[src/rtl/sipo_pkg.sv]
// Shared types for the SIPO receiver: FSM state encoding and parity-sense constants.
`timescale 1ns/1ps
package sipo_pkg;

  typedef enum logic [1:0] {
    ST_IDLE   = 2'd0,
    ST_SHIFT  = 2'd1,
    ST_PARITY = 2'd2
  } sipo_state_e;

  localparam logic SIPO_PAR_EVEN = 1'b0;
  localparam logic SIPO_PAR_ODD  = 1'b1;

endpackage

[src/rtl/sipo_hold_reg.sv]
// WIDTH-bit output holding register with valid/ready and overrun detection.
// Handshake: a word transfers on any edge where vld_o & rdy_i; vld_o never drops without it.
`timescale 1ns/1ps
module sipo_hold_reg #(
  parameter int WIDTH = 4
) (
  input  logic             clk,
  input  logic             reset,
  input  logic             load_i,
  input  logic [WIDTH-1:0] word_i,
  input  logic             rdy_i,
  output logic [WIDTH-1:0] data_o,
  output logic             vld_o,
  output logic             overrun_o
);

  logic [WIDTH-1:0] data_q, data_d;
  logic             vld_q, vld_d;
  logic             ovr_q, ovr_d;
  logic             accept;
  logic             can_load;

  always_comb begin
    accept   = vld_q & rdy_i;
    // A draining word frees the slot in the same cycle a new one arrives.
    can_load = ~vld_q | accept;
    data_d   = data_q;
    vld_d    = vld_q & ~accept;
    ovr_d    = 1'b0;
    if (load_i) begin
      if (can_load) begin
        data_d = word_i;
        vld_d  = 1'b1;
      end else begin
        ovr_d  = 1'b1;
      end
    end
  end

  always_ff @(posedge clk or posedge reset) begin
    if (reset) begin
      data_q <= '0;
      vld_q  <= 1'b0;
      ovr_q  <= 1'b0;
    end else begin
      data_q <= data_d;
      vld_q  <= vld_d;
      ovr_q  <= ovr_d;
    end
  end

  assign data_o    = data_q;
  assign vld_o     = vld_q;
  assign overrun_o = ovr_q;

endmodule

[src/rtl/sipo_rx.sv]
// Serial-in/parallel-out receiver: LSB-first frames into WIDTH-bit words behind a valid/ready register.
// Optional trailing parity bit per frame when SIPO_PARITY_EN is defined.
`timescale 1ns/1ps
module sipo_rx
  import sipo_pkg::*;
#(
  parameter int WIDTH      = 4,
  parameter bit PARITY_ODD = 1'b0
) (
  input  logic             clk,
  input  logic             reset,
  input  logic             serial_i,
  input  logic             bit_vld_i,
  input  logic             sof_i,
  output logic [WIDTH-1:0] data_o,
  output logic             data_vld_o,
  input  logic             data_rdy_i,
  output logic             overrun_o,
  output logic             frame_err_o,
  output logic             parity_err_o
);

  localparam int              CW        = $clog2(WIDTH) + 1;
  localparam logic [CW-1:0]   LAST_IDX  = CW'(WIDTH - 1);
  localparam logic            PAR_SENSE = PARITY_ODD ? SIPO_PAR_ODD : SIPO_PAR_EVEN;

  sipo_state_e      state_q, state_d;
  logic [WIDTH-1:0] shift_q, shift_d;
  logic [CW-1:0]    cnt_q, cnt_d;
  logic             frame_err_q, frame_err_d;
  logic             parity_err_q, parity_err_d;
  logic             word_vld;
  logic [WIDTH-1:0] word;

  always_comb begin
    state_d      = state_q;
    shift_d      = shift_q;
    cnt_d        = cnt_q;
    frame_err_d  = 1'b0;
    parity_err_d = 1'b0;
    word_vld     = 1'b0;
    word         = shift_q;
    if (bit_vld_i) begin
      if (sof_i) begin
        // sof restarts the frame from any state; only mid-frame is an error.
        frame_err_d = (state_q != ST_IDLE);
        shift_d     = '0;
        shift_d[0]  = serial_i;
        cnt_d       = CW'(1);
        state_d     = ST_SHIFT;
      end else begin
        case (state_q)
          ST_SHIFT: begin
            for (int i = 0; i < WIDTH; i++) begin
              if (cnt_q == CW'(i)) shift_d[i] = serial_i;
            end
            if (cnt_q == LAST_IDX) begin
`ifdef SIPO_PARITY_EN
              cnt_d   = cnt_q + CW'(1);
              state_d = ST_PARITY;
`else
              word     = shift_d;
              word_vld = 1'b1;
              cnt_d    = '0;
              state_d  = ST_IDLE;
`endif
            end else begin
              cnt_d = cnt_q + CW'(1);
            end
          end
`ifdef SIPO_PARITY_EN
          ST_PARITY: begin
            cnt_d   = '0;
            state_d = ST_IDLE;
            if ((^shift_q ^ serial_i) == PAR_SENSE) word_vld = 1'b1;
            else                                    parity_err_d = 1'b1;
          end
`endif
          default: ;
        endcase
      end
    end
  end

  always_ff @(posedge clk or posedge reset) begin
    if (reset) begin
      state_q      <= ST_IDLE;
      shift_q      <= '0;
      cnt_q        <= '0;
      frame_err_q  <= 1'b0;
      parity_err_q <= 1'b0;
    end else begin
      state_q      <= state_d;
      shift_q      <= shift_d;
      cnt_q        <= cnt_d;
      frame_err_q  <= frame_err_d;
      parity_err_q <= parity_err_d;
    end
  end

`ifndef SIPO_PARITY_EN
  logic unused_par_sense;
  assign unused_par_sense = PAR_SENSE;
`endif

  sipo_hold_reg #(.WIDTH(WIDTH)) u_hold (
    .clk       (clk),
    .reset     (reset),
    .load_i    (word_vld),
    .word_i    (word),
    .rdy_i     (data_rdy_i),
    .data_o    (data_o),
    .vld_o     (data_vld_o),
    .overrun_o (overrun_o)
  );

  assign frame_err_o  = frame_err_q;
  assign parity_err_o = parity_err_q;

endmodule

[config.mk]
export PLATFORM = sky130hd
export DESIGN_NAME = sipo_rx
export DESIGN_NICKNAME = d
export VERILOG_FILES = /design/src/rtl/sipo_pkg.sv /design/src/rtl/sipo_hold_reg.sv /design/src/rtl/sipo_rx.sv
export SDC_FILE = /design/constraint.sdc
export NUM_CORES = 1
export LEC_CHECK = 0
export ABC_AREA = 0
export CAP_MARGIN = 40
export CORE_ASPECT_RATIO = 0.9
export CORE_MARGIN = 4
export CORE_UTILIZATION = 48
export CTS_CLUSTER_SIZE = 40
export DETAILED_ROUTE_END_ITERATION = 7
export PLACE_DENSITY_LB_ADDON = 0.12
export SYNTH_ARGS = -nofsm -noshare
export SYNTH_HDL_FRONTEND = slang
export SYNTH_SLANG_ARGS = --single-unit
[constraint.sdc]
create_clock -name clk -period 2 [get_ports clk]
set_input_delay 0.4 -clock clk [delete_from_list [all_inputs] [get_ports clk]]
set_output_delay 0.4 -clock clk [all_outputs]
set_load 0.02 [all_outputs]
==> flow_metrics.tcl, run 1 <==
set metrics [dict create \
    synth_nets 71 \
    grt_first_pass_wirelength_mm 2.01 \
    dr_wl_met2_um 586 \
    gp_congestion 0.727 \
    postCtsSetupRepairBufs 0 \
    cap_violations 0 \
    rsz0062_at_grt "no" \
    wl_mm 1.22 \
    clockPowerShare_pct 15.9 \
    synth.largest_area_cell "dfrtp_1" \
    outcome "complete, no violations" \
    grt_pass1_vias 476 \
    synth_fa_ha_area_share_pct 7.21 \
    clock_sinks 14 \
    coreArea_um2 1290 \
    fin_setup_tns_ns 0 \
    synth.most_common_cell "dfrtp_1" \
    overflow 0 \
    ys_types 26 \
    drc 0 \
    startpoint_type "register" \
    die-area_um2 2120 \
    cts.path.max_buffers 2 \
    synth_area_leaders "dfrtp_1 (50%), ha_1 (7.2%), mux2i_1 (5.8%)" \
    htreeDepth 1 \
    grt.total_usage_pct 13.7 \
    hold_buffers 0 \
    critical_path.n_buffers_inverters 1 \
    hold_viol_final 0 \
    critPathRequiredTime_ns 1.60 \
    cts.clk_slew.worst_paths_ns 0.08 \
    worstPathMaxFanout 2 \
    dr.first_iter.drc_count 3 \
    yosysSeqAreaShare_pct 50.5 \
    seqPwrFrac_pct 43.1 \
    post_drt_via_cell_ratio 5.20 \
    ys_top_cells_by_count "dfrtp_1 (14), inv_1 (5), ha_1 (4), mux2i_1 (4), nand2_1 (4)" \
    switching_share_pct 34.6 \
    wl_per_cell_um 13.4 \
    synthArstFlopShare_pct 100 \
    start_util_pct 53.8 \
    num_vias 473 \
    muxShareOfSynthArea_pct 12.3 \
    drive_gt1_share_pct 15.6 \
    ctsResizeCount 0 \
    numCtsBuffers 3 \
    dp.cells 88 \
    nets 89 \
    routed.top_layer "met3" \
    final_cells 91 \
    ir_worst_vdd_mv 0.577 \
    fin_crit_sh_pct 81.9 \
    die_y_um 44.1 \
    cp_top_family "buffers and inverters" \
    die_x_um 48.1 \
    max-slew-margin-rel_pct 65.8 \
    port_buffers 12 \
    p_leak_uw 0.000407 \
    hold_class "in2async" \
    grt_max_degree 15 \
    finalPower_uw 963 \
    combinationalPowerShare_pct 41.0 \
    synth_ff_type "dfrtp_1" \
    yosys_warnings 0 \
    drt-pass1-iter-count 5 \
    crit_path_max_incr_delay_ns 0.61 \
    antenna_found_initial 0 \
    ant_nets 0 \
    p_int_uw 629 \
    synthCells 61 \
    endpoint_kind "primary output" \
    powerDensity_nw_per_um2 1110 \
    cts-root-buf "clkbuf_4" \
    met3_length_um 90 \
    syn_area_um2 694 \
    io_pins 14 \
    synth_enable_flop_cells 0 \
    synth-simple-area-share_pct 14.8 \
    syn2layout_area_growth_pct 25.2 \
    utilization_pct 67.3 \
    setup_violations 0 \
    dp_hpwl_um 922 \
    path_cells "clkdlybuf4s50_1" \
    report.final.slew_viol_count 0 \
    synth_top_area_share_pct 50.5 \
    fin_crit_ns 1.64 \
    ys_ff_latch 14 \
    wl_met1_um 544 \
    fp-row-count 12 \
    critPathKind "reg2out" \
    clk_latency_ns 0.28 \
    cp_slowest_cell "clkdlybuf4s50_1" \
    synth_xor_xnor_area_share_pct 0 \
    p_switching_uw 333 \
    critPathLaunch "u_hold.data_o[0]" \
    place_ws_ns 0.128 \
    cts_tree "built" \
    worst_slack_ns 0.361 \
    fin_skew_ns 0.00677 \
    num_antenna_cells 0 \
    critical_path_arrival_ns 1.24 \
    tightest_slew_ns 0.513 \
    synth_compound_area_share_pct 9.91 \
    synth_top_family_by_area "simple AND/OR/NAND/NOR gates" \
    max_freq_mhz 610 \
    r2r_start "cnt_q[0]" \
    synth.avg_cell_area_um2 11.4 \
]
placed cells by master, fill, tap and decap left out, types with 2 or more instances in the layout:
cell type and instances:
a21oi_1 2, nand2_1 4, mux2i_1 4, clkdlybuf4s50_1 12
nand2b_1 2, clkbuf_4 3, ha_1 4, dfrtp_1 14
buf_4 4, nor2_1 2, mux2_2 3, o31ai_1 2
nor2b_1 3, inv_1 5
layout make-up:
cell class	count	area [µm²]
clock buffer	3	22.5
fill	96	422
inverter	5	18.8
multi-input combinational	39	310
sequential	14	350
tap	14	17.5
timing repair buffer	16	150
worst paths after layout:
kind / to / slack [ns] / depth (start not counted)
worst max-delay path: data_o[0] / 0.36 / 1
worst min-delay path: u_hold.data_o[3] / 0.45 / 2
worst max register to register: u_hold.data_o[0] / 0.43 / 5
worst min register to register: u_hold.data_o[3] / 0.50 / 1
max in group asynchronous: cnt_q[1] / 1.20 / 2
min in group clk: u_hold.data_o[3] / 0.50 / 1
per-layer routing:
layer / vias up / GRT usage (%)
li1: 233 / -
met1: 226 / 16.8
met2: 14 / 21.6
met3: 0 / 6.50
met4: 0 / 3.23
met5: - / 0
logic make-up (layout without fill, tap and decap cells):
group	Yosys count	count (layout)
multiplexers	8	8
adder cells (fa/ha/maj)	4	4
flip-flops	14	14
buffers and inverters	8	24
AND/OR/NAND/NOR	16	16
other	1	1
AO/OA/AOI/OAI	10	10
flip-flops by register name, indices dropped and copies added, names as in the netlist:
signal and cells:
u_hold.data_o 4, cnt_q 3, shift_q 3, frame_err_o 1, state_q 1, u_hold.overrun_o 1, u_hold.vld_o 1
through the flow:
stage | hold WS [ns] | area, µm²
after floorplan | 0.289 | 694
after global placement | 0.475 | 847
after detailed placement | 0.474 | 847
after CTS | 0.468 | 870
after global routing | 0.489 | 870
final | 0.452 | 870
power groups by stage:
stage | clock network (µW) | logic [µW] | registers, µW
after floorplan | 0 | 187 | 469
after global placement | 0 | 388 | 416
after detailed placement | 0 | 397 | 421
after CTS | 159 | 402 | 415
after global routing | 172 | 439 | 425
final | 153 | 395 | 415
Power figures use the tool's default switching activity.
==> run 2: changes to the inputs <==
==> constraint.sdc (replaced) <==
create_clock -name clk -period 1.58 [get_ports clk]
set_input_delay 0.316 -clock clk [delete_from_list [all_inputs] [get_ports clk]]
set_output_delay 0.316 -clock clk [all_outputs]
set_load 0.02 [all_outputs]
==> flow_metrics.tcl, run 2 (synthesized netlist as in run 1, its figures left out) <==
set metrics [dict create \
    outcome "complete, no violations" \
    port_buffers 12 \
    clock_sinks 14 \
    rsz0062_at_grt "no" \
    fillers 102 \
    gr-usage-met2_pct 22.4 \
    dr.first_iter.drc_count 9 \
    critPathKind "reg2out" \
    grt_max_degree 15 \
    p_switching_uw 424 \
    critPathRequiredTime_ns 1.26 \
    overflow 0 \
    largest_register_ffs 4 \
    dp.cells 95 \
    setup_violations 0 \
    die_y_um 44.1 \
    endpoint_kind "primary output" \
    cap_violations 0 \
    start_util_pct 53.8 \
    grt.total_usage_pct 14.3 \
    io_pins 14 \
    nets 96 \
    switching_share_pct 34.2 \
    num_antenna_cells 0 \
    numCtsBuffers 3 \
    fin_skew_ns 0.00387 \
    max-slew-margin-rel_pct 64.8 \
    hold_viol_final 0 \
    whs_ns 0.378 \
    fin_crit_ns 1.52 \
    wl_mm 1.27 \
    grt_first_pass_wirelength_mm 2.10 \
    path_cells "clkdlybuf4s50_1" \
    final_cells 98 \
    drt-pass1-iter-count 2 \
    critical_path.n_buffers_inverters 1 \
    cts.path.max_buffers 2 \
    layout_common_cells "dfrtp_1 (14), buf_4 (11), clkdlybuf4s50_1 (7), inv_1 (5), dlymetal6s2s_1 (5)" \
    gp_congestion 0.755 \
    worstPathMaxFanout 1 \
    htreeDepth 1 \
    dp_hpwl_um 999 \
    drc 0 \
    cp_top_family "buffers and inverters" \
    powerDensity_nw_per_um2 1320 \
    multi_input_area_um2 313 \
    crit_path_max_incr_delay_ns 0.59 \
    combinationalPowerShare_pct 42.0 \
    cts.clk_slew.worst_paths_ns 0.08 \
    cts-root-buf "clkbuf_4" \
    grt_pass1_vias 505 \
    layout_commonest_cell "dfrtp_1" \
    syn2layout_area_growth_pct 35.0 \
    critical_path_arrival_ns 1.20 \
    num_vias 498 \
    register_area_um2 350 \
    grt_util_met3_pct 7.32 \
    gr-max-usage-layer "met2" \
    clk_latency_ns 0.28 \
    drive_gt1_share_pct 23.8 \
    tightest_slew_ns 0.528 \
    post_drt_via_cell_ratio 5.08 \
    seqPwrFrac_pct 42.2 \
    cts_tree "built" \
    die_x_um 48.1 \
    startpoint_type "register" \
    ant_nets 0 \
    p_leak_uw 0.000504 \
    use_met1_pct 17.2 \
    fin_crit_sh_pct 95.9 \
    clockPowerShare_pct 15.8 \
    hold_class "in2async" \
    wl_per_cell_um 12.9 \
    report.final.slew_viol_count 0 \
    coreArea_um2 1290 \
    die-area_um2 2120 \
    antenna_found_initial 0 \
    max_freq_mhz 660 \
    ir_worst_vdd_mv 0.875 \
    p_int_uw 816 \
    fp-row-count 12 \
    cp_slowest_cell "clkdlybuf4s50_1" \
]
## run 2: power groups by stage
stage	combinational (µW)	sequential (µW)	clock, µW
after floorplan	237	594	0
after global placement	528	530	0
after detailed placement	535	534	0
after CTS	539	527	207
after global routing	570	541	223
final	521	524	195
## run 2: routing by layer
layer | up-vias | wire (µm)
met5 | - | 0
met2 | 12 | 611
met1 | 232 | 565
li1 | 250 | -
met4 | 0 | 12
met3 | 4 | 77
## run 2: metrics by stage
| stage | utilization, % | setup TNS [ns] | area (µm²) | total power (µW) | worst slack [ns] |
|---|---|---|---|---|---|
| after floorplan | - | 0 | 694 | 830 | 0.100 |
| after global placement | 69.7 | -0.726 | 900 | 1060 | -0.151 |
| after detailed placement | 69.7 | -0.834 | 900 | 1070 | -0.166 |
| after CTS | 71.4 | 0 | 922 | 1270 | 0.00769 |
| after global routing | 72.6 | 0 | 937 | 1330 | 0.0134 |
| final | 72.6 | 0 | 937 | 1240 | 0.0650 |
## run 2: worst paths after layout
kind,start,to,slack (ns),depth (start not counted)
max in group asynchronous,reset,u_hold.data_o[2],0.85,2
max,frame_err_o,frame_err_o,0.06,1
min,reset,frame_err_o,0.38,2
min reg2reg,shift_q[2],shift_q[2],0.50,2
min in group clk,shift_q[2],shift_q[2],0.50,2
max reg2reg,cnt_q[1],u_hold.data_o[0],0.06,5
## run 2: area by class of cell
type,count,area share [%]
sequential,14,37.4
timing repair buffer,23,23.0
tap,14,1.87
multi-input combinational,39,33.4
clock buffer,3,2.40
inverter,5,2.00
## run 2: what timing repair did
item                                    in CTS  in global routing
hold buffers                                 0                  0
setup buffers                                0                  0
gates resized for setup                      0                  6
endpoints found under the setup margin       0                  6
hold endpoints to repair                     0                  0
